==> config.mk <==
export PLATFORM = sky130hd
export DESIGN_NAME = pacman_life_ctrl
export DESIGN_NICKNAME = d
export VERILOG_FILES = /design/src/rtl/pacman_pkg.sv /design/src/rtl/frame_tick_gen.sv /design/src/rtl/pacman_life_ctrl.sv
export SDC_FILE = /design/constraint.sdc
export NUM_CORES = 1
export LEC_CHECK = 0
export ABC_AREA = 1
export BUFFER_PORTS_ARGS = -buffer_cell sky130_fd_sc_hd__buf_4
export CORE_AREA = 5 5 83 85
export DETAILED_ROUTE_END_ITERATION = 16
export DIE_AREA = 0 0 88 90
export PLACE_DENSITY = 0.51
export SLEW_MARGIN = 30
export SYNTH_ARGS = -nofsm -noshare
export SYNTH_HDL_FRONTEND = slang
export SYNTH_SLANG_ARGS = --single-unit
==> constraint.sdc <==
create_clock -name Clk -period 1.6 [get_ports Clk]
set_input_delay 0.16 -clock Clk [delete_from_list [all_inputs] [get_ports Clk]]
set_output_delay 0.16 -clock Clk [all_outputs]
set_load 0.01 [all_outputs]
==> src/rtl/pacman_pkg.sv <==
// Shared types and helpers for the Pac-Man life/state controller.
package pacman_pkg;

    typedef enum logic [2:0] {
        ST_IDLE,
        ST_READY,
        ST_PLAY,
        ST_DYING,
        ST_GAMEOVER
    } life_state_t;

    localparam int unsigned LIVES_MAX = 2;

    function automatic int unsigned max3(input int unsigned a,
                                         input int unsigned b,
                                         input int unsigned c);
        int unsigned m;
        m = a;
        if (b > m) m = b;
        if (c > m) m = c;
        return m;
    endfunction

    // Index of the final tick of an N-tick hold; a zero-length hold behaves as one tick.
    function automatic int unsigned last_frame(input int unsigned n);
        return (n == 0) ? 0 : n - 1;
    endfunction

    // Simultaneous award and loss cancel; otherwise saturate at 0 and LIVES_MAX.
    function automatic logic [1:0] lives_adjust(input logic [1:0] cur,
                                                input logic       inc,
                                                input logic       dec);
        logic [1:0] nxt;
        nxt = cur;
        if (inc && !dec) begin
            if (cur < 2'(LIVES_MAX)) nxt = cur + 2'd1;
        end else if (dec && !inc) begin
            if (cur != 2'd0) nxt = cur - 2'd1;
        end
        return nxt;
    endfunction

endpackage

==> src/rtl/frame_tick_gen.sv <==
// Registered rising-edge detector turning the vsync level into a one-Clk frame tick.
module frame_tick_gen (
    input  logic Clk,
    input  logic Reset_n,
    input  logic frame_clk,
    output logic tick
);

    logic frame_q;

    always_ff @(posedge Clk or negedge Reset_n) begin
        if (!Reset_n) begin
            frame_q <= 1'b0;
            tick    <= 1'b0;
        end else begin
            frame_q <= frame_clk;
            tick    <= frame_clk & ~frame_q;
        end
    end

endmodule

==> src/rtl/pacman_life_ctrl.sv <==
// Game life/state sequencer: IDLE -> READY -> PLAY -> DYING -> READY/GAMEOVER.
// Define PACMAN_EXTRA_LIFE_EN to enable the once-per-game score bonus life.
module pacman_life_ctrl
    import pacman_pkg::*;
#(
    parameter int unsigned START_LIVES      = 2,
    parameter int unsigned DEATH_FRAMES     = 120,
    parameter int unsigned READY_FRAMES     = 60,
    parameter int unsigned GAMEOVER_FRAMES  = 180,
    parameter int unsigned EXTRA_LIFE_SCORE = 10000
) (
    input  logic        Clk,
    input  logic        Reset_n,
    input  logic        frame_clk,
    input  logic        start_game,
    input  logic        pacman_caught,
    input  logic [15:0] score,
    output logic [1:0]  lives,
    output logic        play_en,
    output logic        dying,
    output logic        ready_hold,
    output logic        respawn,
    output logic        game_over
);

    localparam int unsigned FRAME_MAX = max3(DEATH_FRAMES, READY_FRAMES, GAMEOVER_FRAMES);
    localparam int unsigned CW        = $clog2(FRAME_MAX) + 1;

    localparam logic [CW-1:0] READY_LAST    = CW'(last_frame(READY_FRAMES));
    localparam logic [CW-1:0] DEATH_LAST    = CW'(last_frame(DEATH_FRAMES));
    localparam logic [CW-1:0] GAMEOVER_LAST = CW'(last_frame(GAMEOVER_FRAMES));
    localparam logic [1:0]    START_L       = (START_LIVES > LIVES_MAX) ? 2'(LIVES_MAX)
                                                                        : 2'(START_LIVES);

    life_state_t   state;
    logic [CW-1:0] cnt;
    logic          tick;
    logic          award;

    frame_tick_gen u_frame_tick_gen (
        .Clk       (Clk),
        .Reset_n   (Reset_n),
        .frame_clk (frame_clk),
        .tick      (tick)
    );

`ifdef PACMAN_EXTRA_LIFE_EN
    logic bonus_q;

    assign award = !bonus_q
                && ((state == ST_PLAY) || (state == ST_DYING))
                && (32'(score) >= 32'(EXTRA_LIFE_SCORE));

    always_ff @(posedge Clk or negedge Reset_n) begin
        if (!Reset_n) begin
            bonus_q <= 1'b0;
        end else if ((state == ST_IDLE) && start_game) begin
            bonus_q <= 1'b0;
        end else if (award) begin
            bonus_q <= 1'b1;
        end
    end
`else
    logic unused_score;

    assign award        = 1'b0;
    assign unused_score = ^{score, 32'(EXTRA_LIFE_SCORE)};
`endif

    // Counter is cleared on every state entry, so a tick on the transition cycle never counts.
    always_ff @(posedge Clk or negedge Reset_n) begin
        if (!Reset_n) begin
            state      <= ST_IDLE;
            cnt        <= '0;
            lives      <= '0;
            play_en    <= 1'b0;
            dying      <= 1'b0;
            ready_hold <= 1'b0;
            respawn    <= 1'b0;
            game_over  <= 1'b0;
        end else begin
            respawn <= 1'b0;
            lives   <= lives_adjust(lives, award, 1'b0);

            case (state)
                ST_IDLE: begin
                    if (start_game) begin
                        state      <= ST_READY;
                        cnt        <= '0;
                        lives      <= START_L;
                        ready_hold <= 1'b1;
                        respawn    <= 1'b1;
                    end
                end

                ST_READY: begin
                    if (tick) begin
                        if (cnt == READY_LAST) begin
                            state      <= ST_PLAY;
                            cnt        <= '0;
                            ready_hold <= 1'b0;
                            play_en    <= 1'b1;
                        end else begin
                            cnt <= cnt + 1'b1;
                        end
                    end
                end

                ST_PLAY: begin
                    if (pacman_caught) begin
                        state   <= ST_DYING;
                        cnt     <= '0;
                        play_en <= 1'b0;
                        dying   <= 1'b1;
                    end
                end

                ST_DYING: begin
                    if (tick) begin
                        if (cnt == DEATH_LAST) begin
                            cnt   <= '0;
                            dying <= 1'b0;
                            if (lives != 2'd0) begin
                                state      <= ST_READY;
                                ready_hold <= 1'b1;
                                respawn    <= 1'b1;
                                lives      <= lives_adjust(lives, award, 1'b1);
                            end else begin
                                state     <= ST_GAMEOVER;
                                game_over <= 1'b1;
                            end
                        end else begin
                            cnt <= cnt + 1'b1;
                        end
                    end
                end

                ST_GAMEOVER: begin
                    if (tick) begin
                        if (cnt == GAMEOVER_LAST) begin
                            state     <= ST_IDLE;
                            cnt       <= '0;
                            game_over <= 1'b0;
                        end else begin
                            cnt <= cnt + 1'b1;
                        end
                    end
                end

                default: begin
                    state      <= ST_IDLE;
                    cnt        <= '0;
                    play_en    <= 1'b0;
                    dying      <= 1'b0;
                    ready_hold <= 1'b0;
                    game_over  <= 1'b0;
                end
            endcase
        end
    end

endmodule

==> flow_metrics.env, run 1 <==
export IMPL_gp_congestion=0.8325
export IMPL_cellPowerDensity_nw_per_um2=773.6
export IMPL_worst_pin_slew_ns=0.3847
export IMPL_clkPwrFrac=0.242
export IMPL_seqPwrFrac=0.418
export IMPL_drtIter0Drc=74
export IMPL_die_h_um=90
export IMPL_fin_ws_ns=0.1181
export IMPL_p_leak_nw=0.9920
export IMPL_regMostFlops="cnt"
export IMPL_hold_viol=0
export IMPL_yosys_area_top_type="dfrtp_1"
export IMPL_antenna_found_initial=0
export IMPL_r2r_slack_ns=0.12
export IMPL_period_needed_ns=1.482
export IMPL_fin_skew_ns=0.001740
export IMPL_die_area_um2=7920
export IMPL_vdd_drop_max_v=0.0005356
export IMPL_largest_reg_flops=9
export IMPL_grt_pass1_wl_mm=6.396
export IMPL_ctsHtreeMaxLevel=1
export IMPL_worstSetupStartpointType="flip-flop"
export IMPL_setup_viol=0
export IMPL_cts_tree="done"
export IMPL_crit_path_top_delay_cell="dfrtp_2"
export IMPL_cts_sinks=21
export IMPL_fmax_mhz=674.8
export IMPL_slew_headroom=0.7408
export IMPL_yosys_warnings=0
export IMPL_drc_errors=0
export IMPL_nets=274
export IMPL_min_period_over_period=0.9262
export IMPL_diodes=0
export IMPL_fillerInstances=670
export IMPL_slew_violations=0
export IMPL_final_common_cell="nand2_1"
export IMPL_dp_worst_setup_slack_ns=-0.006092
export IMPL_firstDrtPassIters=4
export IMPL_crit_path_end_kind="flip-flop"
export IMPL_routedWlPerCell_um=11.02
export IMPL_most_common_layout_cells="nand2_1, buf_4, nand3_1"
export IMPL_grt_overflow=0
export IMPL_power_total_mw=1.496
export IMPL_grt_total_usage=0.09996
export IMPL_crit_arrival_ns=1.63
export IMPL_cp_max_fo=9
export IMPL_detail_route_antenna_nets=0
export IMPL_area_growth_synth_to_final_pct=31.35
export IMPL_crit_type="reg -> reg"
export IMPL_combinationalPowerShare=0.340
export IMPL_cp_required_ns=1.75
export IMPL_status="finished clean"
export IMPL_syn_area_um2=1473
export IMPL_ys_seq_area_frac=0.3568
export IMPL_intPower_mw=0.9910
export IMPL_switching_share=0.3378
export IMPL_power_switching_mw=0.5055
export IMPL_r2r_cells=10
export IMPL_grt_max_degree=22
export IMPL_io_buffers=11
export IMPL_vias_per_cell=4.327
export IMPL_place_hpwl_mm=2.778
export IMPL_first_global_vias=1408
export IMPL_drive_above_1_share=0.2920
export IMPL_ioPinCount=28
export IMPL_postSynthAreaPerCell_um2=6.914
export IMPL_clkLatencyLatePin_ns=0.26
export IMPL_ys_ff_latch=21
export IMPL_wl_mm=3.604
export IMPL_cp_cell_sequence="nand2_2 > nor2_8 > nand2_4 > nand2_4 > nor2_8 > buf_4 > nand3_1 > nand2_1 > nand2_1 > nor2_1"
export IMPL_cts_root_buffer="clkbuf_8"
export IMPL_synth_area_top_cells="dfrtp_1, nand2_1, nand3_1"
export IMPL_cts_max_path_buffers=2
export IMPL_die_x_um=88
export IMPL_top_regs="cnt x9, state x3, lives x2"
export IMPL_critPathMaxStageDelay_ns=0.45
export IMPL_synth_top_area_frac=0.3568
export IMPL_synthCells=213
export IMPL_rows=29
export IMPL_core_area_um2=6132
export IMPL_clk_pin_slew_ns=0.08
export IMPL_vias=1415
export IMPL_worstHoldPathType="in -> async"
export IMPL_initial_core_util=0.2402
export IMPL_syn_nets=236
export IMPL_cts_buffers=3
export IMPL_yosysUniqueCellTypes=26
export IMPL_drv_cap=0
[power by group through the flow]
stage,Sequential [mW],Clock [mW],Combinational (mW)
3_5_place_dp,0.627,0,0.477
3_3_place_gp,0.626,0,0.474
6_report,0.625,0.362,0.509
2_1_floorplan,0.634,0,0.287
4_1_cts,0.617,0.387,0.485
5_1_grt,0.634,0.405,0.580
[cells in the mapped netlist, drive strengths merged]
cell type	number
nand2	80
nand3	29
nor2	28
inv	27
dfrtp	21
o21ai	8
nand4	7
buf	3
ha	2
nor3	2
a21oi	1
a31oi	1
clkbuf	1
nand3b	1
o31ai	1
xor2	1
[layer usage]
metal | GRT usage | vias to the layer above | wire length [µm]
met5 | 0 | - | 0
met4 | 0.01535 | 0 | 21
met3 | 0.02194 | 2 | 96
met2 | 0.1665 | 18 | 1835
met1 | 0.1336 | 642 | 1651
li1 | - | 753 | -
[final cells by class]
type | instances | area, µm² | share of cell area
Multi-Input combinational cell | 161 | 873.3 | 0.4515
Inverter | 27 | 106.4 | 0.05498
Clock buffer | 3 | 41.29 | 0.02135
Tap cell | 77 | 96.34 | 0.04981
Clock inverter | 1 | 5.005 | 0.002587
Sequential cell | 21 | 529.3 | 0.2736
Timing Repair Buffer | 37 | 282.8 | 0.1462
[what timing repair did]
action	4_1_cts	5_1_grt
gates resized for setup	1	20
buffers inserted	0	1
endpoints found under the hold margin	22	0
setup endpoints to repair	6	16
hold buffers	2	0
pin swaps	1	7
[path summary, 6_finish.rpt]
kind	to	start
setup / recovery	cnt[6]$_DFFE_PN0P_	state[0]$_DFFE_PN0P_
hold / removal	cnt[6]$_DFFE_PN0P_	Reset_n
setup reg to reg	cnt[6]$_DFFE_PN0P_	state[0]$_DFFE_PN0P_
hold reg to reg	u_frame_tick_gen.tick$_DFF_PN0_	u_frame_tick_gen.frame_q$_DFF_PN0_
max in group asynchronous	state[2]$_DFFE_PN0P_	Reset_n
min in group Clk	u_frame_tick_gen.tick$_DFF_PN0_	u_frame_tick_gen.frame_q$_DFF_PN0_
[cell families after synthesis]
kind of cell | Yosys count | share of synthesized area
flip-flops | 21 | 0.3568
XOR/XNOR | 1 | 0.005948
adder cells (fa/ha/maj) | 2 | 0.01699
AND/OR/NAND/NOR | 147 | 0.4928
AO/OA/AOI/OAI | 11 | 0.03993
buffers and inverters | 31 | 0.08751
[metrics by stage]
| stage | instance area (µm²) | hold WS, ns | instances | utilization | TNS (ns) |
|---|---|---|---|---|---|
| floorplan | 1473 | -0.1356 | 213 | - | 0 |
| global placement | 1802 | 0.07136 | 320 | 0.2938 | 0 |
| detailed placement | 1802 | 0.07205 | 320 | 0.2938 | -0.01174 |
| CTS | 1871 | 0.3226 | 326 | 0.3050 | 0 |
| global route | 1934 | 0.3335 | 327 | 0.3154 | -0.007484 |
| finish | 1934 | 0.3155 | 327 | 0.3154 | 0 |
[critical path, delay by kind of cell, from the launching register on]
family,cells,cell delay (ns)
simple gates,9,0.77
flops,1,0.45
buf+inv,1,0.15
No activity file was read; power rests on OpenSTA's default activity.
==> run 2, diff against run 1 <==
--- a/config.mk
+++ b/config.mk
@@ -10,6 +10,7 @@
 export CORE_AREA = 5 5 83 85
 export DETAILED_ROUTE_END_ITERATION = 16
 export DIE_AREA = 0 0 88 90
+export MAX_ROUTING_LAYER = met4
 export PLACE_DENSITY = 0.51
 export SLEW_MARGIN = 30
 export SYNTH_ARGS = -nofsm -noshare
==> run 2 against run 1 <==
Sequential share of layout area unchanged. Wire length up 0.25%. Register-to-register slack about the same. Setup slack worse by 0.0012 ns. Largest power group unchanged. Sequential cell count unchanged. Highest routed layer unchanged.
==> flow_metrics.env, run 2 (same netlist as run 1, synthesis figures left out) <==
export IMPL_first_global_vias=1406
export IMPL_cp_cell_sequence="nand2_2 > nor2_8 > nand2_4 > nand2_4 > nor2_8 > buf_4 > nand3_1 > nand2_1 > nand2_1 > nor2_1"
export IMPL_cts_buffers=3
export IMPL_period_needed_ns=1.483
export IMPL_fin_setup_tns_ns=0
export IMPL_cp_max_fo=9
export IMPL_nets=274
export IMPL_cts_root_buffer="clkbuf_8"
export IMPL_ctsHtreeMaxLevel=1
export IMPL_final_common_cell="nand2_1"
export IMPL_grt_met3_usage=0.02194
export IMPL_hold_viol=0
export IMPL_detail_route_antenna_nets=0
export IMPL_status="finished clean"
export IMPL_final_util=0.3154
export IMPL_finalNonFillerCells=327
export IMPL_fin_worst_hold_slack_ns=0.3149
export IMPL_most_common_layout_cells="nand2_1, buf_4, nand3_1"
export IMPL_antenna_found_initial=0
export IMPL_clkLatencyLatePin_ns=0.26
export IMPL_grt_total_usage=0.1029
export IMPL_largest_reg_flops=9
export IMPL_die_area_um2=7920
export IMPL_power_total_mw=1.498
export IMPL_crit_buf_inv=1
export IMPL_die_h_um=90
export IMPL_critPathMaxStageDelay_ns=0.45
export IMPL_drtIter0Drc=68
export IMPL_setup_viol=0
export IMPL_crit_path_top_delay_cell="dfrtp_2"
export IMPL_diodes=0
export IMPL_crit_family="simple AND/OR/NAND/NOR gates"
export IMPL_top_regs="cnt x9, state x3, lives x2"
export IMPL_io_buffers=11
export IMPL_vias_per_cell=4.330
export IMPL_worstSetupStartpointType="flip-flop"
export IMPL_p_leak_nw=0.9920
export IMPL_fmax_mhz=674.3
export IMPL_dp_cells=320
export IMPL_vias=1416
export IMPL_core_area_um2=6132
export IMPL_grt_busiest_layer="met2"
export IMPL_drc_errors=0
export IMPL_grt_pass1_wl_mm=6.403
export IMPL_initial_core_util=0.2402
export IMPL_crit_type="reg -> reg"
export IMPL_rows=29
export IMPL_gr_usage_met1=0.1342
export IMPL_drv_cap=0
export IMPL_firstDrtPassIters=4
export IMPL_cts_tree="done"
export IMPL_routedWlPerCell_um=11.05
export IMPL_grt_overflow=0
export IMPL_crit_path_end_kind="flip-flop"
export IMPL_place_area_um2=1802
export IMPL_cts_max_path_buffers=2
export IMPL_gp_congestion=0.8453
export IMPL_place_hpwl_mm=2.778
export IMPL_slew_headroom=0.7391
export IMPL_cp_required_ns=1.75
export IMPL_crit_arrival_ns=1.64
export IMPL_die_x_um=88
export IMPL_grt_max_degree=22
export IMPL_use_met2=0.1665
export IMPL_ioPinCount=28
export IMPL_area_growth_synth_to_final_pct=31.35
export IMPL_cellPowerDensity_nw_per_um2=774.3
export IMPL_cts_sinks=21
export IMPL_fin_skew_ns=0.002201
export IMPL_dp_worst_setup_slack_ns=-0.006092
export IMPL_drive_above_1_share=0.2920
export IMPL_wl_mm=3.613
export IMPL_worstHoldPathType="in -> async"
export IMPL_min_period_over_period=0.9269
export IMPL_fin_area_um2=1934
export IMPL_worst_pin_slew_ns=0.3873
export IMPL_regMostFlops="cnt"
export IMPL_fin_ws_ns=0.1169
export IMPL_clk_pin_slew_ns=0.08
export IMPL_slew_violations=0
export IMPL_vdd_drop_max_v=0.0005376
==> run 2: cell counts in the layout (fill, tap and decap cells not counted) <==
Identical to the previous run, type by type.
==> run 2: layout make-up <==
cell class	count	area [µm²]
tap	77	96.34
multi-input combinational	161	873.3
sequential	21	529.3
clock inverter	1	5.005
inverter	27	106.4
timing repair buffer	37	282.8
clock buffer	3	41.29
fill	670	4198
==> run 2: timing repair <==
action / CTS / global route
setup buffers: 0 / 1
setup endpoints to repair: 6 / 16
hold endpoints to repair: 22 / 0
pin swaps: 1 / 7
gates resized for setup: 1 / 20
hold buffers: 2 / 0
==> run 2: where the power goes <==
group	leakage [nW]	total, mW	internal, mW	switching (mW)
clock network	0.0255	0.363	0.174	0.189
registers	0.260	0.625	0.582	0.0435
logic	0.706	0.509	0.235	0.274
total	0.992	1.50	0.991	0.507
==> run 2: worst paths after layout <==
path	slack [ns]	endpoint	cells after the start	startpoint
setup / recovery	0.12	cnt[6]$_DFFE_PN0P_	10	state[0]$_DFFE_PN0P_
hold / removal	0.31	cnt[6]$_DFFE_PN0P_	2	Reset_n
setup reg to reg	0.12	cnt[6]$_DFFE_PN0P_	10	state[0]$_DFFE_PN0P_
hold reg to reg	0.39	u_frame_tick_gen.tick$_DFF_PN0_	1	u_frame_tick_gen.frame_q$_DFF_PN0_
max in group asynchronous	1.04	state[2]$_DFFE_PN0P_	2	Reset_n
min in group Clk	0.39	u_frame_tick_gen.tick$_DFF_PN0_	1	u_frame_tick_gen.frame_q$_DFF_PN0_
==> run 2: routing by layer <==
metal  vias to the layer above  routed length (µm)
met5                         -                   0
met4                         0                  24
met3                         2                  78
met2                        15                1840
met1                       648                1670
li1                        751                   -
==> run 3, diff against run 2 <==
--- a/config.mk
+++ b/config.mk
@@ -8,6 +8,7 @@
 export ABC_AREA = 1
 export BUFFER_PORTS_ARGS = -buffer_cell sky130_fd_sc_hd__buf_4
 export CORE_AREA = 5 5 83 85
+export CTS_BUF_LIST = sky130_fd_sc_hd__clkbuf_4
 export DETAILED_ROUTE_END_ITERATION = 16
 export DIE_AREA = 0 0 88 90
 export MAX_ROUTING_LAYER = met4
==> run 3 against run 2 <==
Final cell count is 0.31% higher. First-iteration DRC count decreased by 37%. Via count about the same. Clock-buffer cell count unchanged. Global-route usage barely moved. Non-clock buffer count increased by 1. Critical path type unchanged.
==> flow_metrics.env, run 3 (same netlist as run 1, synthesis figures left out) <==
export IMPL_status="finished clean"
export IMPL_timing_critical_path_from="state[1]$_DFFE_PN0P_"
export IMPL_worstSetupStartpointType="flip-flop"
export IMPL_cp_max_fo=6
export IMPL_first_global_vias=1400
export IMPL_fin_skew_ns=0.002292
export IMPL_cts_sinks=21
export IMPL_p_leak_nw=0.9851
export IMPL_vias_per_cell=4.314
export IMPL_wl_met1_mm=1.683
export IMPL_die_x_um=88
export IMPL_routedWlPerCell_um=10.97
export IMPL_drc_errors=0
export IMPL_most_common_layout_cells="nand2_1, buf_4, nand3_1"
export IMPL_worstHoldPathType="in -> async"
export IMPL_crit_cells=7
export IMPL_nets=275
export IMPL_vdd_drop_max_v=0.0004462
export IMPL_initial_core_util=0.2402
export IMPL_area_growth_synth_to_final_pct=30.08
export IMPL_place_area_um2=1802
export IMPL_cts_buffers=3
export IMPL_slew_headroom=0.7420
export IMPL_timing_rr_end="lives[0]$_DFFE_PN0P_"
export IMPL_core_area_um2=6132
export IMPL_vias=1415
export IMPL_cp_required_ns=1.81
export IMPL_cts_root_buffer="clkbuf_4"
export IMPL_crit_path_top_delay_cell="dfrtp_2"
export IMPL_regMostFlops="cnt"
export IMPL_largest_reg_flops=9
export IMPL_setup_viol=0
export IMPL_crit_path_end_kind="flip-flop"
export IMPL_period_needed_ns=1.485
export IMPL_grt_max_degree=22
export IMPL_grt_total_usage=0.1025
export IMPL_die_h_um=90
export IMPL_drive_above_1_share=0.2869
export IMPL_fin_ws_ns=0.1149
export IMPL_place_hpwl_mm=2.778
export IMPL_crit_arrival_ns=1.70
export IMPL_clkLatencyLatePin_ns=0.31
export IMPL_crit_type="reg -> reg"
export IMPL_die_area_um2=7920
export IMPL_clk_pin_slew_ns=0.13
export IMPL_drv_cap=0
export IMPL_r2r_start="state[1]$_DFFE_PN0P_"
export IMPL_dp_cells=320
export IMPL_top_layer_used="met4"
export IMPL_critPathMaxStageDelay_ns=0.48
export IMPL_dp_worst_setup_slack_ns=-0.006092
export IMPL_final_common_cell="nand2_1"
export IMPL_fmax_mhz=673.4
export IMPL_wl_mm=3.599
export IMPL_finalNonFillerCells=328
export IMPL_fin_area_um2=1916
export IMPL_rows=29
export IMPL_cts_max_path_buffers=2
export IMPL_cts_tree="done"
export IMPL_hold_viol=0
export IMPL_ioPinCount=28
export IMPL_crit_family="simple AND/OR/NAND/NOR gates"
export IMPL_gp_congestion=0.8453
export IMPL_r2r_slack_ns=0.11
export IMPL_cp_cell_sequence="buf_4 > nand3_1 > nor2_2 > nor2_1 > nand3_4 > nand2_1 > o21ai_0"
export IMPL_crit_buf_inv=1
export IMPL_diodes=0
export IMPL_worst_pin_slew_ns=0.3830
export IMPL_grt_pass1_wl_mm=6.368
export IMPL_min_period_over_period=0.9282
export IMPL_fin_worst_hold_slack_ns=0.2526
export IMPL_ctsHtreeMaxLevel=1
export IMPL_top_regs="cnt x9, state x3, lives x2"
export IMPL_grt_overflow=0
export IMPL_firstDrtPassIters=4
export IMPL_antenna_found_initial=0
export IMPL_cellPowerDensity_nw_per_um2=734.5
export IMPL_slew_violations=0
export IMPL_wl_met2_mm=1.811
export IMPL_endpoint="lives[0]$_DFFE_PN0P_"
export IMPL_routed_wl_met3_um=80
export IMPL_drtIter0Drc=43
export IMPL_detail_route_antenna_nets=0
export IMPL_io_buffers=11
export IMPL_r2r_cells=7
-- run 3: changes by cell type in the layout (fill, tap and decap cells not counted), sizes merged --
cell and delta:
buf +1
-- run 3: per-layer routing --
layer | vias up | GRT usage
met4 | 0 | 0.01535
met1 | 648 | 0.1325
met5 | - | -
met2 | 10 | 0.1671
met3 | 2 | 0.02194
li1 | 755 | -
-- run 3: power breakdown --
part           switching, mW  internal, mW
Sequential            0.0429         0.582
Clock                  0.181        0.0935
Combinational          0.273         0.235
-- run 3: repair_timing --
action | 4_1_cts | 5_1_grt
endpoints found under the setup margin | 8 | 17
pin swaps | 1 | 9
buffers inserted | 0 | 2
endpoints found under the hold margin | 22 | 0
resized for setup | 1 | 18
hold buffers | 2 | 0
-- run 3: worst reg2reg max path: stages, from the launching register on --
cell,delay [ns]
dfrtp_2,0.48
buf_4,0.16
nand3_1,0.18
nor2_2,0.08
nor2_1,0.22
nand3_4,0.13
nand2_1,0.07
o21ai_0,0.07
-- run 3: area by class of cell --
type                            count  area [µm²]
Fill cell                         671        4217
Multi-Input combinational cell    161       865.8
Sequential cell                    21       529.3
Timing Repair Buffer               38       290.3
Inverter                           27       106.4
Tap cell                           77       96.34
Clock buffer                        3       22.52
Clock inverter                      1       5.005
-- run 3: stage by stage --
stage / total power, mW / utilization / TNS (ns)
5_1_grt: 1.530 / 0.3124 / -0.006227
3_3_place_gp: 1.099 / 0.2938 / 0
2_1_floorplan: 0.9210 / - / 0
4_1_cts: 1.395 / 0.3020 / 0
6_report: 1.407 / 0.3124 / 0
3_5_place_dp: 1.105 / 0.2938 / -0.01174
-- run 3: how the worst min path moves through the flow --
stage | from | to | slack, ns | cells after the start
after floorplan | Reset_n | cnt[0]$_DFFE_PN0P_ | -0.14 | 0
after global placement | Reset_n | cnt[6]$_DFFE_PN0P_ | 0.07 | 1
after CTS | Reset_n | play_en$_DFFE_PN0P_ | 0.25 | 2
after detailed placement | Reset_n | cnt[6]$_DFFE_PN0P_ | 0.07 | 1
after global routing | Reset_n | play_en$_DFFE_PN0P_ | 0.25 | 2
final | Reset_n | cnt[6]$_DFFE_PN0P_ | 0.25 | 2
